===== src/rtl/alu_request_arbiter.sv =====
// Two-port round-robin arbiter/sequencer sharing one combinational 32-bit ALU.
// Optional zero-flag cross-check enabled by defining ALU_ARB_ZERO_CHECK_EN.
package alu_request_arbiter_pkg;
  localparam int unsigned DATA_W = 32;
  localparam int unsigned CMD_W  = 3;

  typedef struct packed {
    logic [DATA_W-1:0] opa;
    logic [DATA_W-1:0] opb;
    logic [CMD_W-1:0]  cmd;
  } alu_req_t;

  typedef struct packed {
    logic [DATA_W-1:0] result;
    logic              carryout;
    logic              zero;
    logic              overflow;
  } alu_rsp_t;
endpackage

module alu_request_arbiter
  import alu_request_arbiter_pkg::*;
#(
  parameter int unsigned ALU_LATENCY = 1
) (
  input  logic              clk,
  input  logic              reset_n,
  input  logic              req_valid_a,
  input  logic              req_valid_b,
  output logic              req_ready_a,
  output logic              req_ready_b,
  input  logic [DATA_W-1:0] req_opa_a,
  input  logic [DATA_W-1:0] req_opb_a,
  input  logic [DATA_W-1:0] req_opa_b,
  input  logic [DATA_W-1:0] req_opb_b,
  input  logic [CMD_W-1:0]  req_cmd_a,
  input  logic [CMD_W-1:0]  req_cmd_b,
  output logic              rsp_valid_a,
  output logic              rsp_valid_b,
  input  logic              rsp_ready_a,
  input  logic              rsp_ready_b,
  output logic [DATA_W-1:0] rsp_result,
  output logic              rsp_carryout,
  output logic              rsp_zero,
  output logic              rsp_overflow,
  output logic [DATA_W-1:0] alu_opa,
  output logic [DATA_W-1:0] alu_opb,
  output logic [CMD_W-1:0]  alu_cmd,
  input  logic [DATA_W-1:0] alu_result,
  input  logic              alu_carryout,
  input  logic              alu_zero,
  input  logic              alu_overflow,
  output logic              zero_err
);

  localparam int unsigned CNT_W = 4;

  typedef enum logic [1:0] {IDLE, WAIT, RESP} state_t;

  state_t     state, state_nxt;
  logic       prio;   // 0 = A has priority, 1 = B
  logic       owner;  // 0 = A owns the in-flight op, 1 = B
  logic [CNT_W-1:0] cnt;
  alu_req_t   op_q;
  alu_rsp_t   rsp_q;
  alu_req_t   req_a_c, req_b_c;
  logic       grant_a_c, grant_b_c, capture_c, done_c;

  assign req_a_c = '{opa: req_opa_a, opb: req_opb_a, cmd: req_cmd_a};
  assign req_b_c = '{opa: req_opa_b, opb: req_opb_b, cmd: req_cmd_b};

  // State register
  always_ff @(posedge clk or negedge reset_n) begin
    if (!reset_n) state <= IDLE;
    else          state <= state_nxt;
  end

  // Arbitration and sequencing
  always_comb begin
    state_nxt = state;
    grant_a_c = 1'b0;
    grant_b_c = 1'b0;
    capture_c = 1'b0;
    done_c    = 1'b0;
    case (state)
      IDLE: begin
        if (req_valid_a && (!req_valid_b || !prio)) grant_a_c = 1'b1;
        else if (req_valid_b)                        grant_b_c = 1'b1;
        if (grant_a_c || grant_b_c) state_nxt = WAIT;
      end
      WAIT: begin
        if (cnt == CNT_W'(1)) begin
          capture_c = 1'b1;
          state_nxt = RESP;
        end
      end
      RESP: begin
        if (owner ? rsp_ready_b : rsp_ready_a) begin
          done_c    = 1'b1;
          state_nxt = IDLE;
        end
      end
      default: state_nxt = IDLE;
    endcase
  end

  // Ready is forced low while reset is asserted so all outputs read 0
  assign req_ready_a = grant_a_c & reset_n;
  assign req_ready_b = grant_b_c & reset_n;

  // Operand latch, latency counter, response capture, round-robin pointer
  always_ff @(posedge clk or negedge reset_n) begin
    if (!reset_n) begin
      prio        <= 1'b0;
      owner       <= 1'b0;
      cnt         <= '0;
      op_q        <= '0;
      rsp_q       <= '0;
      rsp_valid_a <= 1'b0;
      rsp_valid_b <= 1'b0;
    end else begin
      if (grant_a_c || grant_b_c) begin
        op_q  <= grant_b_c ? req_b_c : req_a_c;
        owner <= grant_b_c;
        cnt   <= CNT_W'(ALU_LATENCY);
      end else if (state == WAIT) begin
        cnt <= cnt - CNT_W'(1);
      end
      if (capture_c) begin
        rsp_q       <= '{result: alu_result, carryout: alu_carryout,
                         zero: alu_zero, overflow: alu_overflow};
        rsp_valid_a <= ~owner;
        rsp_valid_b <= owner;
      end
      if (done_c) begin
        rsp_valid_a <= 1'b0;
        rsp_valid_b <= 1'b0;
        prio        <= ~owner;
      end
    end
  end

  assign alu_opa      = op_q.opa;
  assign alu_opb      = op_q.opb;
  assign alu_cmd      = op_q.cmd;
  assign rsp_result   = rsp_q.result;
  assign rsp_carryout = rsp_q.carryout;
  assign rsp_zero     = rsp_q.zero;
  assign rsp_overflow = rsp_q.overflow;

`ifdef ALU_ARB_ZERO_CHECK_EN
  logic zero_err_q;

  // Sticky flag: ALU zero output disagrees with its own result at capture
  always_ff @(posedge clk or negedge reset_n) begin
    if (!reset_n)
      zero_err_q <= 1'b0;
    else if (capture_c && ((alu_result == '0) != alu_zero))
      zero_err_q <= 1'b1;
  end

  assign zero_err = zero_err_q;
`else
  assign zero_err = 1'b0;
`endif

endmodule


===== config.mk =====
export PLATFORM = sky130hd
export DESIGN_NAME = alu_request_arbiter
export DESIGN_NICKNAME = d
export VERILOG_FILES = /design/src/rtl/alu_request_arbiter.sv
export SDC_FILE = /design/constraint.sdc
export NUM_CORES = 1
export LEC_CHECK = 0
export BUFFER_PORTS_ARGS = -buffer_cell sky130_fd_sc_hd__buf_2
export CAP_MARGIN = 5
export CORE_ASPECT_RATIO = 0.75
export CORE_MARGIN = 5
export CORE_UTILIZATION = 49
export CTS_CLUSTER_DIAMETER = 50
export CTS_CLUSTER_SIZE = 20
export DETAILED_ROUTE_END_ITERATION = 6
export MAX_ROUTING_LAYER = met4
export PLACE_DENSITY = 0.86
export SYNTH_ARGS = -nofsm -noshare
export SYNTH_HDL_FRONTEND = slang
export SYNTH_SLANG_ARGS = --single-unit

===== constraint.sdc =====
create_clock -name clk -period 4.8 [get_ports clk]
set_input_delay 0.24 -clock clk [delete_from_list [all_inputs] [get_ports clk]]
set_output_delay 0.24 -clock clk [all_outputs]
set_load 0.03 [all_outputs]

## Word-level counts from Yosys, hierarchy flattened

Index checks and enable logic that the tools add are counted.

- Bits in registers: 112
- Input bits: 175
- Logic and storage cells: 56
- Output and inout bits: 107

- Mux-type cells: 23
- Eq/ne operators: 6
- Reductions and logical operators: 10
- Add/sub/neg operators: 1
- Bitwise gates (word level): 3

Operator list:

| kind | count |
|---|---|
| 2-to-1 mux 67 bit | 1 |
| 2-to-1 mux 1 bit | 16 |
| 2-to-1 mux 4 bit | 2 |
| 2-to-1 mux 2 bit | 3 |
| != test 2 bit (second input constant) | 3 |
| one-hot mux 2 bit (3 select lines) | 1 |
| == test 4 x 1 -> 1 bit (second input constant) | 1 |
| nonzero test 2 bit | 2 |
| subtractor 4 x 1 -> 4 bit (second input constant) | 1 |
| logical OR 1 bit | 3 |
| AND reduction 3 bit | 1 |
| AND 1 bit | 2 |
| == test 2 x 1 -> 1 bit (second input constant) | 1 |
| == test 2 bit (second input constant) | 1 |
| zero test 1 bit | 2 |
| zero test 2 bit | 1 |
| logical AND 1 bit | 1 |
| NOT 1 bit | 1 |

## Longest topological paths before layout

Gate-level depths: netlist of the first run.

- Depth in word-level cells: 8
- Depth in mapped cells: 7
- Depth with buffers taken out: 5

## Least setup slack after synthesis of the first run

No wires, ideal clock.

- Path kind: reg-to-output
- Start point: register state[0]
- End point: output req_ready_a
- Arrival time: 1.422 ns
- Setup slack: 3.138 ns
- Cell stages (with the launch flop): 5
- Data required time: 4.560 ns
- Path buffers: 1
- Path through: dfrtp_1 > nor2_2 > clkbuf_1 > nand2_1 > nor2_1

- Longest elaborated chain between the ends: 3

RTL lines:

| what | RTL line | RTL |
|---|---|---|
| start: declaration | 60 | `state_t state, state_nxt;` |
| start signal: assignment | 75 | `else state <= state_nxt;` |
| zero test 2 bit | 85 | `case (state)` |
| 2-to-1 mux 1 bit | 85 |  |
| AND 1 bit | 108 | `assign req_ready_a = grant_a_c & reset_n;` |
| end: declaration | 30 | `output logic req_ready_a,` |

Every way passes these cells.

## Worst setup path in the final report of the first run

- Start point: register state[0]
- End point: output req_ready_b

- Longest elaborated chain between the ends: 3

RTL lines:

| what | RTL line | RTL |
|---|---|---|
| zero test 2 bit | 85 |  |
| 2-to-1 mux 1 bit | 85 |  |
| AND 1 bit | 109 | `assign req_ready_b = grant_b_c & reset_n;` |
| end: declaration | 31 | `output logic req_ready_b,` |

Every way passes these cells.

==> impl_results.md, run 1 <==
- Cell with the most instances after synthesis: dfrtp_1
- Mapped Nets: 700
- Clk root buf: clkbuf_16
- Register area: 0.002803 mm^2
- Crit end category: output port
- I/O pin cnt: 282
- Fin area: 0.007153 mm^2
- Tot GR Track Use: 24.60%
- Max Freq: 362.2 MHz
- Worst Hold Launch: alu_result[30]
- Final setup viols: 0
- Fin. max-slew vios: 0
- Switching Share: 48.58%
- Final GP Congestion: 0.8418
- Synthesized cell area: 0.005419 mm^2
- Post-route ant nets: 0
- Worst reg2reg path endpoint: alu_opa[15]
- Vert. Die Dim: 101.1 um
- Fillers: 894
- Initial Utilization: 49.90%
- Grt ovf: 0
- Top cells by area, synth: dfrtp_1 (52%), o311ai_1 (9.2%), nand4_1 (7.7%)
- DR vias: 5182
- Post-DP Area: 0.006824 mm^2
- Top_reg_cell synth: dfrtp_1
- Mean Syn Cell Area: 10.36 um^2
- FFs w/ async S/R, synth: 100.0%
- Antenna violations before repair: 1
- Psw: 0.002559 W
- Layout area overhead: 32.00%
- Rel. slew slack: 25.49%
- LEAKAGE: 3.543 nW
- Synth area leader: dfrtp_1
- Synth Warn #: 0
- Pin count of the biggest net entering global routing: 74
- Drt drc: 0
- Worst EP required: 4.56 ns
- Post-CTS Setup Inserts: 0
- Min-Delay Path Class: in -> reg
- Seq pwr share: 32.5%
- Worst endpoint data arrival time: 2.52 ns
- Final Skew: 0.009038 ns
- Final nets: 943
- Final hold vios: 0
- CTS tree: built
- Core outline area: 0.01086 mm^2
- Commonest cells in the netlist: dfrtp_1 (112), o21ai_0 (72), inv_1 (71), nand4_1 (67), o311ai_1 (57)
- Pint: 0.002708 W
- First-pass detailed-route iteration total: 5
- WL final: 16.29 mm
- Cell Pwr Density: 736.3 mW/mm^2
- Reg2reg path depth: 5
- CTS Sinks: 112
- Sequential area share after synthesis: 51.72%
- Register bit total from synthesis: 112
- Gate power share: 53.5%
- HPWL after DPL: 11.64 mm
- R2r setup slk: 2.62 ns
- Final total power: 0.005267 W
- Worst Hold Depth: 2
- # H-tree levels: 3
- Clock network fraction of design power: 14.0%
- Hold endpoint: rsp_result[30]
- Tightest Pin Transition: 1.118 ns
- Critical path type: reg -> out
- Startpoint types: flop
- Share of layout cells above drive strength 1: 43.97%
- Setup TNS: 0 ns
- Yosys top cell area share: 51.72%
- RSZ-0062 raised after global routing: false
- Crit Path Max Fanout: 35
- Final core utilization: 65.87%
- Row count: 33
- Finished Layout Cells: 912
- WL/cell: 17.87 um
- Synth unique cells: 35
- Post-synth EDFFs: 0
- Clk buf depth: 2
- Vias in the first global route: 5217
- Die width: 131.4 um
- Die Area: 0.01328 mm^2
- Final period util: 57.52%
- Clock latency on the worst-skew pair: 0.34 ns
- Cells after Synth: 523
- Worst VDD drop: 0.0003594 V
- Drt first-iter violations: 275
- Buffers on Ports: 280
- Placed insts: 893
- Max-cap viol count: 0
- Register clock-pin slew on the reported worst setup and hold paths: 0.08 ns
- Multi-input combinational cell area: 0.002123 mm^2
- First-pass GRT wire length: 26.03 mm
- Num CTS Buffers: 9
- Tmin final: 2.761 ns
- Vias per cell: 5.682
- Outcome: completed
- RR Startpoint: state[0]
[layout by cell type, fill, tap and decap left out, types with 2 or more instances in the layout]
| cell type | netlist | layout |
|---|---|---|
| a21oi_1 | 3 | 3 |
| a22oi_1 | 2 | 2 |
| buf_2 | 11 | 279 |
| buf_4 | 3 | 8 |
| clkbuf_16 | 0 | 9 |
| clkinv_4 | 0 | 2 |
| dfrtp_1 | 112 | 112 |
| ha_1 | 2 | 2 |
| inv_1 | 71 | 71 |
| inv_6 | 0 | 2 |
| inv_8 | 0 | 2 |
| mux2_1 | 17 | 17 |
| mux2_2 | 18 | 18 |
| nand2_1 | 7 | 7 |
| nand3b_1 | 5 | 5 |
| nand4_1 | 67 | 67 |
| nor2_1 | 5 | 4 |
| nor2_4 | 0 | 2 |
| o21ai_0 | 72 | 72 |
| o311ai_1 | 57 | 57 |
| o311ai_2 | 10 | 10 |
[sequential cells by signal, summed over array words and instances (netlist names)]
register and count:
alu_opa 32, alu_opb 32, rsp_result 32, cnt 4
alu_cmd 3, state 2, owner 1, prio 1
rsp_carryout 1, rsp_overflow 1, rsp_valid_a 1, rsp_valid_b 1
rsp_zero 1
[through the flow]
step	hold WS (ns)	worst slack, ns
after floorplan	-0.05559	3.138
after global placement	0.2270	2.129
after detailed placement	0.2367	2.155
after CTS	0.1020	2.033
after global routing	0.1010	1.865
final	0.1146	2.039
[critical path, stage by stage, from the launching register on]
cell	delay [ns]
dfrtp_1	0.47
nor2_4	0.14
and3_2	0.65
buf_4	0.52
and2_1	0.18
buf_2	0.19
[cell families (layout without fill, tap and decap cells)]
kind of cell | Yosys count | after routing | share of synthesized area (%)
xor+xnor | 1 | 1 | 0.1617
fa+ha+maj | 2 | 2 | 0.4617
compound gates | 148 | 148 | 19.95
mux | 36 | 36 | 7.458
buf+inv | 128 | 376 | 9.605
other cells | 1 | 2 | 0.06920
simple gates | 95 | 95 | 10.58
flops | 112 | 112 | 51.72
[layout make-up]
type                    count  share of cell area [%]
diodes                      1                 0.03498
clock buffers              10                   3.341
clock inverters             6                  0.8046
inverters                  71                   3.726
multi-input cells         283                   29.68
flip-flops and latches    112                   39.18
well taps                 140                   2.449
repair buffers            289                   20.78
[timing repair]
item,4_1_cts,5_1_grt
endpoints found under the setup margin,0,0
hold buffers,1,0
hold endpoints to repair,39,0
gates resized for setup,0,0
[power groups by stage]
stage / clock network (W) / registers, W / logic, W
after floorplan: 0 / 0.00257 / 0.00112
after global placement: 0 / 0.00169 / 0.00275
after detailed placement: 0 / 0.00172 / 0.00284
after CTS: 0.000752 / 0.00171 / 0.00284
after global routing: 0.000795 / 0.00176 / 0.00304
final: 0.000737 / 0.00171 / 0.00282
[worst max-delay path by stage]
stage | startpoint | to | slack (ns)
finish | state[0] | req_ready_b | 2.04
floorplan | state[0] | req_ready_a | 3.14
global placement | req_valid_b | req_ready_b | 2.13
global route | state[0] | req_ready_b | 1.87
CTS | state[0] | req_ready_b | 2.03
detailed placement | req_valid_b | req_ready_b | 2.16
[per-layer routing]
| layer | vias up | part of all wire (%) | track usage (%) |
|---|---|---|---|
| li1 | 2425 | - | - |
| met1 | 2463 | 39 | 29.49 |
| met2 | 266 | 51 | 41.15 |
| met3 | 28 | 8.6 | 6.986 |
| met4 | 0 | 1.7 | 6.957 |
| met5 | - | 0 | - |
No activity file was read; power rests on OpenSTA's default activity.
==> run 2, diff against run 1 <==
Settings changed: CORE_UTILIZATION 49 to 46, PLACE_DENSITY 0.86 to 0.81.
Clock period 4.8 ns to 2.6 ns, I/O delays scaled along.
==> run 2 against run 1 <==
Register-to-register slack got worse by 2.0 ns. Count of clock-buffer cells in the layout decreased by 1. Clock power increased by 79%. Critical path depth unchanged. First-iteration DRC count increased by 15%. Global-route usage decreased by 0.64 points. Largest cell class unchanged.
==> impl_results.md, run 2 (synthesized netlist as in run 1, its figures left out) <==
- Max-cap viol count: 0 (unchanged)
- Clk buf depth: 2 (unchanged)
- WL final: 16.80 mm (+3.1%)
- Drt first-iter violations: 315 (+15%)
- Layout area overhead: 34.33%
- Initial Utilization: 46.83% (-3.1 points)
- DR vias: 5286 (+2.0%)
- # H-tree levels: 3 (unchanged)
- Crit Path Max Fanout: 38 (+8.6%)
- Worst endpoint data arrival time: 1.84 ns (-0.68 ns)
- Final core utilization: 62.91% (-3.0 points)
- CTS Sinks: 112 (unchanged)
- Grt ovf: 0 (unchanged)
- Vias in the first global route: 5323 (+2.0%)
- Final GP Congestion: 0.8418 (unchanged)
- Final period util: 75.88%
- Tmin final: 1.973 ns
- Commonest cells after routing, fill and taps aside: buf_2 (279), dfrtp_1 (112), o21ai_0 (72)
- Antenna violations before repair: 1 (unchanged)
- CTS tree: built
- I/O pin cnt: 282 (unchanged)
- Share of layout cells above drive strength 1: 43.68% (-0.29 points)
- RSZ-0062 raised after global routing: false
- Final Skew: 0.006405 ns (-0.002633 ns)
- Fin. max-slew vios: 0 (unchanged)
- HPWL after DPL: 11.90 mm (+2.3%)
- First-pass detailed-route iteration total: 5 (unchanged)
- CP max stage cell: dfrtp_1
- Rel. slew slack: 24.42% (-1.1 points)
- Final hold vios: 0 (unchanged)
- Drt drc: 0 (unchanged)
- Max Freq: 506.9 MHz
- Worst EP required: 2.47 ns (-2.09 ns)
- First-pass GRT wire length: 27.00 mm (+3.7%)
- Die Area: 0.01407 mm^2 (+5.9%)
- Pre-CTS WS: 0.7097 ns (-1.446 ns)
- Vert. Die Dim: 104.0 um (+2.9%)
- Cts repair resizes: 0 (unchanged)
- Post-route ant nets: 0 (unchanged)
- LEAKAGE: 3.582 nW (+1.1%)
- Die width: 135.3 um (+3.0%)
- Crit end category: output port
- Outcome: completed
- WL/cell: 17.75 um (-0.62%)
- Final nets: 956 (+1.4%)
- Pin count of the biggest net entering global routing: 69 (-6.8%)
- Tot GR Track Use: 23.96% (-0.64 points)
- Core outline area: 0.01157 mm^2 (+6.6%)
- Commonest non-fill, non-tap cell in the layout: buf_2
- Setup TNS: 0 ns (unchanged)
- CP Buf/Inv Count: 2 (unchanged)
- Clock latency on the worst-skew pair: 0.35 ns (about the same)
- Vias per cell: 5.588 (-1.7%)
- Register clock-pin slew on the reported worst setup and hold paths: 0.07 ns (about the same)
- Worst Setup Slack, final: 0.6271 ns (-1.412 ns)
- Row count: 34 (+3.0%)
- Min-Delay Path Class: in -> reg
- Crit path cell chain: nor2_4 -> buf_4 -> nand2_1 -> nor2_1 -> buf_2
- Startpoint types: flop
- Buffers on Ports: 280 (unchanged)
- Final setup viols: 0 (unchanged)
- Cell Pwr Density: 1332 mW/mm^2 (+81%)
- Critical path type: reg -> out
- Crit-path leading delay family: buffers and inverters
- Worst VDD drop: 0.0005688 V (+58%)
- Num CTS Buffers: 9 (unchanged)
- Clk root buf: clkbuf_16
- Tightest Pin Transition: 1.134 ns (+0.01606 ns)
- CP max stage delay: 0.46 ns (-0.19 ns)
==> run 2: cell types whose count changed in the layout (fill, tap and decap cells not counted), sizes merged <==
cell         previous run  this run
clkbuf                 10         9
clkinvlp                0         2
buf                   288       292
clkinv                  2         0
dlygate4sd3             1        10
==> run 2: worst paths after layout <==
check,cells after the start,slack (ns),end,from
max,5,0.63,req_ready_a,state[0]
min,2,0.006,rsp_result[29],alu_result[29]
max reg2reg,3,0.67,alu_opb[14],state[1]
min reg2reg,1,0.49,rsp_result[24],rsp_result[24]
max in group asynchronous,3,1.53,alu_opa[20],reset_n
min in group asynchronous,3,0.49,alu_opb[25],reset_n
==> run 2: timing repair <==
action / 4_1_cts / 5_1_grt
hold buffers: 8 / 2
setup buffers: 0 / 0
endpoints found under the hold margin: 56 / 2
==> run 2: worst register-to-register path: stages, from the launching register on <==
cell,delay (ns)
dfrtp_1,0.48
or2_2,0.92
o21ai_0,0.30
o311ai_2,0.13
==> run 2: where the power goes <==
part / total, W / switching [W] / internal, W
logic: 0.00523 / 0.00355 / 0.00169
clock network: 0.00132 / 0.000658 / 0.000660
registers: 0.00315 / 0.000503 / 0.00264
total: 0.00970 / 0.00471 / 0.00499
==> run 2: area by class of cell <==
class | count | area [um^2]
Tap cell | 162 | 202.7
Clock buffer | 9 | 225.2
Fill cell | 961 | 4292
Inverter | 71 | 266.5
Antenna cell | 1 | 2.502
Timing Repair Buffer | 302 | 1607
Multi-Input combinational cell | 283 | 2123
Clock inverter | 6 | 50.05
Sequential cell | 112 | 2803
==> run 2: metrics by stage <==
stage          instance area [um^2]  cells  power, W  hold WS [ns]
3_5_place_dp                   6902    920  0.008431        0.3167
2_1_floorplan                  5419    523  0.006813       -0.1656
5_1_grt                        7279    946   0.01031      0.001395
3_3_place_gp                   6902    920  0.008257        0.3036
4_1_cts                        7257    943  0.009764    0.00007044
6_report                       7279    946  0.009699      0.005669
==> run 2: layer usage <==
| layer | GRT usage, % | vias to the layer above | wire length [um] |
|---|---|---|---|
| met2 | 38.99 | 236 | 8494 |
| met4 | 5.252 | 0 | 239 |
| li1 | - | 2440 | - |
| met5 | - | - | 0 |
| met1 | 30.98 | 2591 | 6751 |
| met3 | 5.222 | 19 | 1309 |
==> run 3, diff against run 2 <==
Settings changed: ABC_AREA from default to 1, CORE_UTILIZATION 46 to 47, PLACE_DENSITY 0.81 to 0.82.
Clock period 2.6 ns to 1.95 ns, I/O delays scaled along.
==> run 3 against run 2 <==
Die area grew 3.2%. Sequential share of layout area shrank 3.2 points. Non-clock buffer count grew 34. Sequential power grew 31%. Largest power group unchanged. Count of clock-buffer cells in the layout is the same. Via count grew 17%. Cell area grew 9.2%. Synthesized area grew 5.7%. Largest cell class unchanged. Core utilization grew 4.5 points. Register-to-register slack lost 0.32 ns.
==> impl_results.md, run 3 <==
- Core outline area: 0.01178 mm^2 (+1.8%)
- Setup TNS: 0 ns (unchanged)
- Final hold vios: 0 (unchanged)
- Final total power: 0.01309 W (+35%)
- Buffers on Ports: 280 (unchanged)
- Post-synth EDFFs: 0 (unchanged)
- Commonest non-fill, non-tap cell in the layout: nand2_1
- CP Buf/Inv Count: 2 (unchanged)
- Cell Pwr Density: 1647 mW/mm^2 (+24%)
- HPWL after DPL: 12.59 mm (+5.8%)
- I/O pin cnt: 282 (unchanged)
- Final GP Congestion: 0.8730 (+3.7%)
- LEAKAGE: 4.937 nW (+38%)
- Startpoint types: flop
- Initial Utilization: 48.63% (+1.8 points)
- Synth unique cells: 24 (-31%)
- CTS Sinks: 112 (unchanged)
- Crit path cell chain: nor2_4 -> nand3_2 -> buf_12 -> nor2_1 -> buf_2
- Top_reg_cell synth: dfrtp_1
- RSZ-0062 raised after global routing: false
- Mean Syn Cell Area: 7.263 um^2 (-30%)
- Mapped Nets: 966 (+38%)
- Grt ovf: 0 (unchanged)
- Sequential area share after synthesis: 48.91% (-2.8 points)
- Clk root buf: clkbuf_16
- CP max stage delay: 0.45 ns (about the same)
- Die Area: 0.01452 mm^2 (+3.2%)
- Synth Warn #: 0 (unchanged)
- Crit-path leading delay family: simple AND/OR/NAND/NOR gates
- Cell with the most instances after synthesis: nand2_1
- Rel. slew slack: 60.62% (+36 points)
- Final setup viols: 0 (unchanged)
- Layout area overhead: 38.69%
- Final Skew: 0.009256 ns (+0.002851 ns)
- # H-tree levels: 3 (unchanged)
- Worst Hold Depth: 5 (+3)
- Cells after Synth: 789 (+51%)
- Synth area leader: dfrtp_1
- First-pass detailed-route iteration total: 5 (unchanged)
- Synthesized cell area: 0.005730 mm^2 (+5.7%)
- Worst Setup Slack, final: 0.1526 ns (-0.4745 ns)
- Critical path type: reg -> out
- CP max stage cell: dfrtp_1
- Num CTS Buffers: 9 (unchanged)
- Tightest Pin Transition: 0.5898 ns (-0.5438 ns)
- First-pass GRT wire length: 30.01 mm (+11%)
- Crit end category: output port
- CTS tree: built
- DR vias: 6162 (+17%)
- Final nets: 1262 (+32%)
- Register clock-pin slew on the reported worst setup and hold paths: 0.08 ns (about the same)
- Outcome: completed
- Vias in the first global route: 5980 (+12%)
- Top cells by area, synth: dfrtp_1 (49%), nand2_1 (21%), inv_1 (9.2%)
- Crit Path Max Fanout: 46 (+21%)
- FFs w/ async S/R, synth: 100.0% (unchanged)
- Crit. path cell count: 5 (unchanged)
- Fin. max-slew vios: 0 (unchanged)
- Die width: 137.5 um (+1.6%)
- Clock latency on the worst-skew pair: 0.35 ns (about the same)
- Fillers: 1001 (+4.2%)
- Reg2reg path depth: 7 (+4)
- Cts repair resizes: 0 (unchanged)
- Vert. Die Dim: 105.6 um (+1.6%)
- Pre-CTS WS: 0.3816 ns (-0.3281 ns)
- Final period util: 92.17%
- Max Freq: 556.4 MHz
- Worst endpoint data arrival time: 1.70 ns (-0.14 ns)
- Row count: 34 (unchanged)
- Register bit total from synthesis: 112 (unchanged)
- Pin count of the biggest net entering global routing: 113 (+64%)
- WL final: 18.81 mm (+12%)
- Share of layout cells above drive strength 1: 29.82% (-14 points)
- Antenna violations before repair: 0 (-1)
- Drt drc: 0 (unchanged)
- Post-route ant nets: 0 (unchanged)
- Max-cap viol count: 0 (unchanged)
- Drt first-iter violations: 358 (+14%)
- WL/cell: 15.02 um (-15%)
- Min-Delay Path Class: in -> reg
- Tmin final: 1.797 ns
- Clk buf depth: 2 (unchanged)
- Vias per cell: 4.922 (-12%)
- Yosys top cell area share: 48.91% (-2.8 points)
- Worst EP required: 1.85 ns (-0.62 ns)
- Commonest cells in the netlist: nand2_1 (319), inv_1 (141), dfrtp_1 (112), nand3_1 (71), nand4_1 (68)
- Tot GR Track Use: 26.53% (+2.6 points)
- Worst VDD drop: 0.0007148 V (+26%)
- Commonest cells after routing, fill and taps aside: nand2_1 (319), buf_2 (279), inv_1 (141)
- N_diodes: 0 (-1)
==> run 3: changes by cell type after synthesis, moves of 4 or more <==
cell,change
mux2_2,-18
o21ai_0,-69
nand3b_1,-5
mux2_1,-17
o311ai_2,-10
nand3_1,+70
inv_1,+70
clkbuf_1,-14
buf_2,+4
nand2_1,+312
o311ai_1,-57
==> run 3: repair_timing <==
action | in CTS | in global routing
hold buffers | 36 | 0
endpoints found under the hold margin | 147 | 0
buffers inserted | 0 | 4
setup endpoints to repair | 0 | 1
==> run 3: metal layers <==
metal	up-vias	wire [um]	track usage, %
li1	3006	-	-
met3	42	1986	6.762
met4	0	525	9.259
met5	-	0	-
met1	2751	7262	32.32
met2	363	9035	42.86
==> run 3: metrics by stage <==
stage / utilization [%] / hold slack [ns] / std cells / instance area, um^2
CTS: 67.19 / 0.03186 / 1248 / 7918
global placement: 61.56 / 0.2458 / 1196 / 7254
floorplan: - / -0.1981 / 789 / 5731
global route: 67.45 / 0.05320 / 1252 / 7948
finish: 67.45 / 0.04308 / 1252 / 7948
detailed placement: 61.56 / 0.2477 / 1196 / 7254
==> run 3: cells by family after synthesis <==
logic type / after synthesis / synth area share, %
buffers and inverters: 195 / 13.62
XOR/XNOR: 1 / 0.1529
adder cells (fa/ha/maj): 2 / 0.4366
AO/OA/AOI/OAI: 8 / 0.9608
other: 1 / 0.06544
AND/OR/NAND/NOR: 470 / 35.85
flip-flops: 112 / 48.91
==> run 3: area by class of cell <==
type / count / area [um^2] / area share [%]
clock inverters: 7 / 77.57 / 0.9761
flip-flops and latches: 112 / 2803 / 35.26
repair buffers: 336 / 1952 / 24.56
inverters: 144 / 540.5 / 6.801
well taps: 162 / 202.7 / 2.550
multi-input cells: 482 / 2147 / 27.02
clock buffers: 9 / 225.2 / 2.834
==> run 3: power by group <==
group | switching [W] | internal (W) | total, W | leakage, nW
Clock | 0.000920 | 0.000911 | 0.00183 | 0.144
Combinational | 0.00507 | 0.00205 | 0.00712 | 3.42
Sequential | 0.000663 | 0.00348 | 0.00414 | 1.38
Total | 0.00665 | 0.00644 | 0.0131 | 4.94
==> run 3: worst paths after layout <==
path                               start        endpoint  slack, ns
max in group asynchronous        reset_n   rsp_result[6]       1.08
max                             state[1]     req_ready_b       0.15
max reg2reg                     state[1]     alu_opa[17]       0.35
min reg2reg                   alu_cmd[0]      alu_cmd[0]       0.48
min in group asynchronous        reset_n  rsp_result[29]       0.45
min                        req_opb_a[24]     alu_opb[24]       0.04
==> run 3: tightest hold or removal path: stages <==
cell and delay (ns):
buf_2 0.07, inv_1 0.03, nand2_1 0.05, nand3_1 0.06, nand2_1 0.05
